`src/rtl/stepdown_loop_qualifier.sv`:
```
// Stepdown loop input qualifier: sync, debounce, post-enable blanking
// and minimum-on hold in front of the switch driver.
module stepdown_loop_qualifier #(
  parameter int N_IN       = 3,
  parameter int DEB_W      = 4,
  parameter int BLANK_CYC  = 8,
  parameter int MIN_ON_CYC = 4
) (
  input  logic             clk,
  input  logic             rst_n,
  input  logic             tstate,
  input  logic [N_IN-1:0]  in,
  input  logic [DEB_W-1:0] deb_cyc,
  output logic             o,
  output logic             armed,
  input  logic             CELG,
  input  logic             CELV,
  input  logic             CELSUB
);

  localparam int MAXC = (BLANK_CYC > MIN_ON_CYC) ? BLANK_CYC : MIN_ON_CYC;
  localparam int CW_R = $clog2(MAXC + 1);
  localparam int CW   = (CW_R < 1) ? 1 : CW_R;

  localparam logic [CW-1:0] BLANK_LD =
    CW'((BLANK_CYC > 0) ? BLANK_CYC - 1 : 0);
  localparam logic [CW-1:0] MINON_LD =
    CW'((MIN_ON_CYC > 1) ? MIN_ON_CYC - 1 : 0);

  typedef enum logic [1:0] {
    S_OFF   = 2'd0,
    S_BLANK = 2'd1,
    S_ARMED = 2'd2,
    S_ON    = 2'd3
  } state_t;

  // Power pins carry no logic; folded here so they are visibly consumed.
  logic unused_pwr;
  assign unused_pwr = ^{CELG, CELV, CELSUB};

  logic            ts_m;
  logic            ts_s;
  logic [N_IN-1:0] in_m;
  logic [N_IN-1:0] in_s;

  always_ff @(posedge clk or negedge rst_n) begin
    if (!rst_n) begin
      ts_m <= 1'b0;
      ts_s <= 1'b0;
      in_m <= '0;
      in_s <= '0;
    end else begin
      ts_m <= tstate;
      ts_s <= ts_m;
      in_m <= in;
      in_s <= in_m;
    end
  end

  logic [N_IN-1:0]            q;
  logic [N_IN-1:0][DEB_W-1:0] cnt;
  logic [DEB_W:0]             thr;
  logic                       all_q;

  assign thr   = (deb_cyc == '0) ? (DEB_W+1)'(1) : {1'b0, deb_cyc};
  assign all_q = &q;

  // Compare cnt+1 so a lowered deb_cyc releases a long mismatch at once.
  always_ff @(posedge clk or negedge rst_n) begin
    if (!rst_n) begin
      q   <= '0;
      cnt <= '0;
    end else begin
      for (int k = 0; k < N_IN; k++) begin
        if (in_s[k] == q[k]) begin
          cnt[k] <= '0;
        end else if (({1'b0, cnt[k]} + (DEB_W+1)'(1)) >= thr) begin
          q[k]   <= in_s[k];
          cnt[k] <= '0;
        end else if (cnt[k] != '1) begin
          cnt[k] <= cnt[k] + DEB_W'(1);
        end
      end
    end
  end

  state_t        state;
  logic [CW-1:0] ctr;

  always_ff @(posedge clk or negedge rst_n) begin
    if (!rst_n) begin
      state <= S_OFF;
      ctr   <= '0;
      o     <= 1'b0;
      armed <= 1'b0;
    end else if (!ts_s) begin
      state <= S_OFF;
      ctr   <= '0;
      o     <= 1'b0;
      armed <= 1'b0;
    end else begin
      unique case (state)
        S_OFF: begin
          if (BLANK_CYC == 0) begin
            state <= S_ARMED;
            armed <= 1'b1;
          end else begin
            state <= S_BLANK;
            ctr   <= BLANK_LD;
          end
        end
        S_BLANK: begin
          if (ctr == '0) begin
            state <= S_ARMED;
            armed <= 1'b1;
          end else begin
            ctr <= ctr - CW'(1);
          end
        end
        S_ARMED: begin
          if (all_q) begin
            state <= S_ON;
            o     <= 1'b1;
            ctr   <= MINON_LD;
          end
        end
        S_ON: begin
          if (ctr != '0) begin
            ctr <= ctr - CW'(1);
          end else if (!all_q) begin
            state <= S_ARMED;
            o     <= 1'b0;
          end
        end
        default: begin
          state <= S_OFF;
          o     <= 1'b0;
          armed <= 1'b0;
        end
      endcase
    end
  end

endmodule

```
`config.mk`:
```
export PLATFORM = sky130hd
export DESIGN_NAME = stepdown_loop_qualifier
export DESIGN_NICKNAME = d
export VERILOG_FILES = /design/src/rtl/stepdown_loop_qualifier.sv
export SDC_FILE = /design/constraint.sdc
export NUM_CORES = 1
export LEC_CHECK = 0
export CAP_MARGIN = 20
export CORE_ASPECT_RATIO = 0.6
export CORE_MARGIN = 10
export CORE_UTILIZATION = 45
export DETAILED_ROUTE_END_ITERATION = 6
export PLACE_DENSITY = 0.71
export SLEW_MARGIN = 20
export SYNTH_ARGS = -nofsm -noshare
export SYNTH_HDL_FRONTEND = slang
export SYNTH_SLANG_ARGS = --single-unit
```
`constraint.sdc`:
```
create_clock -name clk -period 2.2 [get_ports clk]
set_input_delay 0.44 -clock clk [delete_from_list [all_inputs] [get_ports clk]]
set_output_delay 0.44 -clock clk [all_outputs]
set_load 0.01 [all_outputs]
```
==> results.txt <==
The run finished with clean final reports. The final hold violation count came to 0. The count of endpoints failing setup in the final report is 0. The maximum number of buffers from clock root to sink is 2. The number of clock sinks came out at 31. The worst voltage drop across the vdd grid came out at between 0.5 and 0.6 mV. The library cells used most frequently in the layout, excluding fill and tap cells, are dfrtp_1, ha_1, inv_1, nor2_1.

The floorplan step defined a core boundary enclosing approximately 0.0034 mm2. The cell with the biggest individual delay on the critical path is dfrtp_1. The number of CTS-inserted buffers is 5. The worst slew margin relative to its limit is 0.742. The synthesized area per cell came out at between 10 and 15 um2. The actual transition at the worst max-transition pin is slightly below 400 ps. The number of nets with antenna violations after routing came out at 0. For this design the top-level I/O count stands at 15. For the worst setup path, the data required time is 2400 ps. Adding up every negative setup slack in the final design gives 0 ps.

The clock period could shrink to about 2100 ps. The number of antenna violations at the first check in global routing is 0. The number of buffers added to fix hold violations after cts is 0. Dividing the final minimum period by the clock period gives 0.958. The element type at the critical path end is a flop. The aggregate global-route resource usage is 0.0998. The final critical-path setup slack came out at approximately 90 ps. The critical path's top delay family is adder cells. The post-synth design cell area came out at between 0.0015 and 0.002 mm2.

The post-synthesis sequential element count is 31. For this run, the register share of the synthesized area comes to 0.474. The number of warnings printed during yosys synthesis came out at 0. The critical setup path kind is flop to flop. The total number of nets in the final design is 190.

The die width is between 90 and 100 um. The die covers approximately 0.0065 mm2. TritonCTS built the clock tree. After detailed routing, the number of vias per cell comes to around 5.5. The number of antenna cells inserted is 0.

Across all layers, the routed design uses roughly 1200 vias. Traced cell by cell, the critical path runs through ha_2, xor2_2, ha_1, a21o_1, a31oi_2, maj3_2, nand3_1, nor2_1. After the first detailed-routing iteration, the DRC count stood at 45. Synthesis handed over a netlist of around 150 instances. The final clock skew is 10.8 ps. The areal power density over the cells is between 1000 and 1500 mW/mm2.

The number of inserted filler cells in the final layout came out at ~280. The initial utilization of the core area, before any placement, comes to 0.484. The total placed cells including tap cells came out at 203.

The final number of max-transition violations is 0. The count of max-cap constraint violations came out at 0. The insertion delay to the later sink of the worst-skew pair came out at roughly 280 ps. After floorplanning, the core was divided into 16 placement rows. The maximum single-stage delay on the critical path came out at ~420 ps. The finished layout holds approximately 210 standard cells, fillers aside. Input and output buffers added on the ports amount to 11. The post-route worst hold slack is 350 ps. The first detailed-routing pass took 4 iterations. Leaving out fill and tap cells, the most frequent cell in the layout is dfrtp_1. Routability-driven placement finished with a final weighted congestion of roughly 0.75.

Of all nets on the critical path, the largest fanout is 4. The half-perimeter wire length of the detailed placement result is around 2.4 mm. The critical path contains buffers and inverters numbering 0 combined. The data arrival time at the worst-slack endpoint is roughly 2300 ps. The maximum level of the CTS H-tree came out at 2. The cell chosen for the clock root is clkbuf_8. Entering global routing, the biggest net connects 32 pins. The routed design has ~3.1 mm of wire.

In the routed design, unresolved DRC markers number 0. The upper clock frequency limit came out at 0.474 GHz. The total congestion overflow after global routing is 0.

The layout overhead on the synthesized area came out at 20.7%. STA classifies the critical path startpoint as a flop. The number of global-route vias before repair came out at between 1000 and 1500. The vertical die dimension is 66.7 um.

The worst slack at placement came out at -451 ps. The detail-routed net length per standard cell is about 15 um. Synthesis produced a netlist with a net count of roughly 170. The global-route wire length before repair is between 5 and 6 mm. The static leakage power is ~0.91 nW. The count of distinct cell types in the synthesized netlist came out at 38. The clock transition at the register clock pins on the worst setup and hold paths after CTS came out at approximately 70 ps. The class of the most critical hold timing path is flop to flop. In the final layout, the share of cells above drive strength 1 is 0.175.
## worst register-to-register path: cells and delay by family (launching register included)
kind	cells	cell delay, ps
AOI/OAI and AO/OA	2	380
xor gates and xnor gates	1	190
adders and majority gates	3	810
DFF	1	420
and+or+nand+nor	2	240
## final cells by class
class,instances,area (um2),share of cell area
inverters,9,33.8,0.0171
clock buffers,5,68.8,0.0348
repair buffers,14,131,0.0665
multi-input cells,104,867,0.439
well taps,45,56.3,0.0285
flip-flops and latches,31,776,0.392
clock inverters,3,43.8,0.0222
## worst paths after layout
| path | start | to | slack (ps) | cells past startpoint |
|---|---|---|---|---|
| max in group asynchronous | rst_n | ctr[3] | 1380 | 2 |
| min in group asynchronous | rst_n | cnt[10] | 540 | 2 |
| worst max register to register | cnt[0] | cnt[3] | 90 | 8 |
| worst max-delay path | cnt[0] | cnt[3] | 90 | 8 |
| worst min-delay path | in_m[0] | in_s[0] | 350 | 0 |
| worst min register to register | in_m[0] | in_s[0] | 350 | 0 |
## synth_stat cells, drive strengths merged
cell type	number	area share
dfrtp	31	0.47
ha	12	0.092
inv	9	0.021
nand3	9	0.034
nor2	9	0.021
xor2	8	0.043
a21boi	6	0.027
a21o	5	0.023
a21oi	4	0.012
and2	4	0.018
nand2	4	0.0092
and4b	3	0.018
maj3	3	0.021
nand2b	3	0.011
o21a	3	0.014
or2	3	0.011
or3	3	0.011
xnor2	3	0.016
a221oi	2	0.018
a31oi	2	0.0076
a32o	2	0.012
and4	2	0.011
clkbuf	2	0.0046
nor3	2	0.0061
o2111a	2	0.014
o311ai	2	0.011
a22o	1	0.0053
and3	1	0.0038
nor2b	1	0.0038
nor3b	1	0.0076
o211a	1	0.0061
o211ai	1	0.0046
o21ai	1	0.0031
o31a	1	0.0053
## cells by family after synthesis
family	count (synthesis)	share of synthesized area
AND/OR/NAND/NOR	45	0.167
AO/OA/AOI/OAI	33	0.163
adder cells (fa/ha/maj)	15	0.112
flip-flops	31	0.474
XOR/XNOR	11	0.0588
buffers and inverters	11	0.0252
## power breakdown
part           internal [mW]  leakage [nW]  switching [mW]
Sequential             0.679         0.393           0.117
Clock                  0.337        0.0581           0.220
Combinational          0.398         0.454           0.367
## timing repair
action                     in CTS  in global routing
gates resized for setup         7                  5
pin swaps                       6                  5
setup buffers                   0                  0
setup endpoints to repair      13                 11
## state kept, by name (all words and copies together), names as in the netlist, 2 cells and up
name and flops:
in_m 3, in_s 3, q 3, ctr 4
state 2, cnt 12
## metal layers
metal | vias to the layer above | GRT usage | part of all wire
met1 | 564 | 0.118 | 0.48
met4 | 0 | 0.0325 | 0.012
li1 | 567 | - | -
met2 | 14 | 0.165 | 0.47
met3 | 5 | 0.0381 | 0.037
met5 | - | 0 | 0
## stage by stage
step                      utilization  area, um2  power [mW]
after global placement          0.538       1820        1.45
after detailed placement        0.538       1820        1.50
after floorplan                     -       1640        1.31
after global routing            0.584       1980        2.28
final                           0.584       1980        2.12
after CTS                       0.575       1950        2.10
Power figures use the tool's default switching activity.
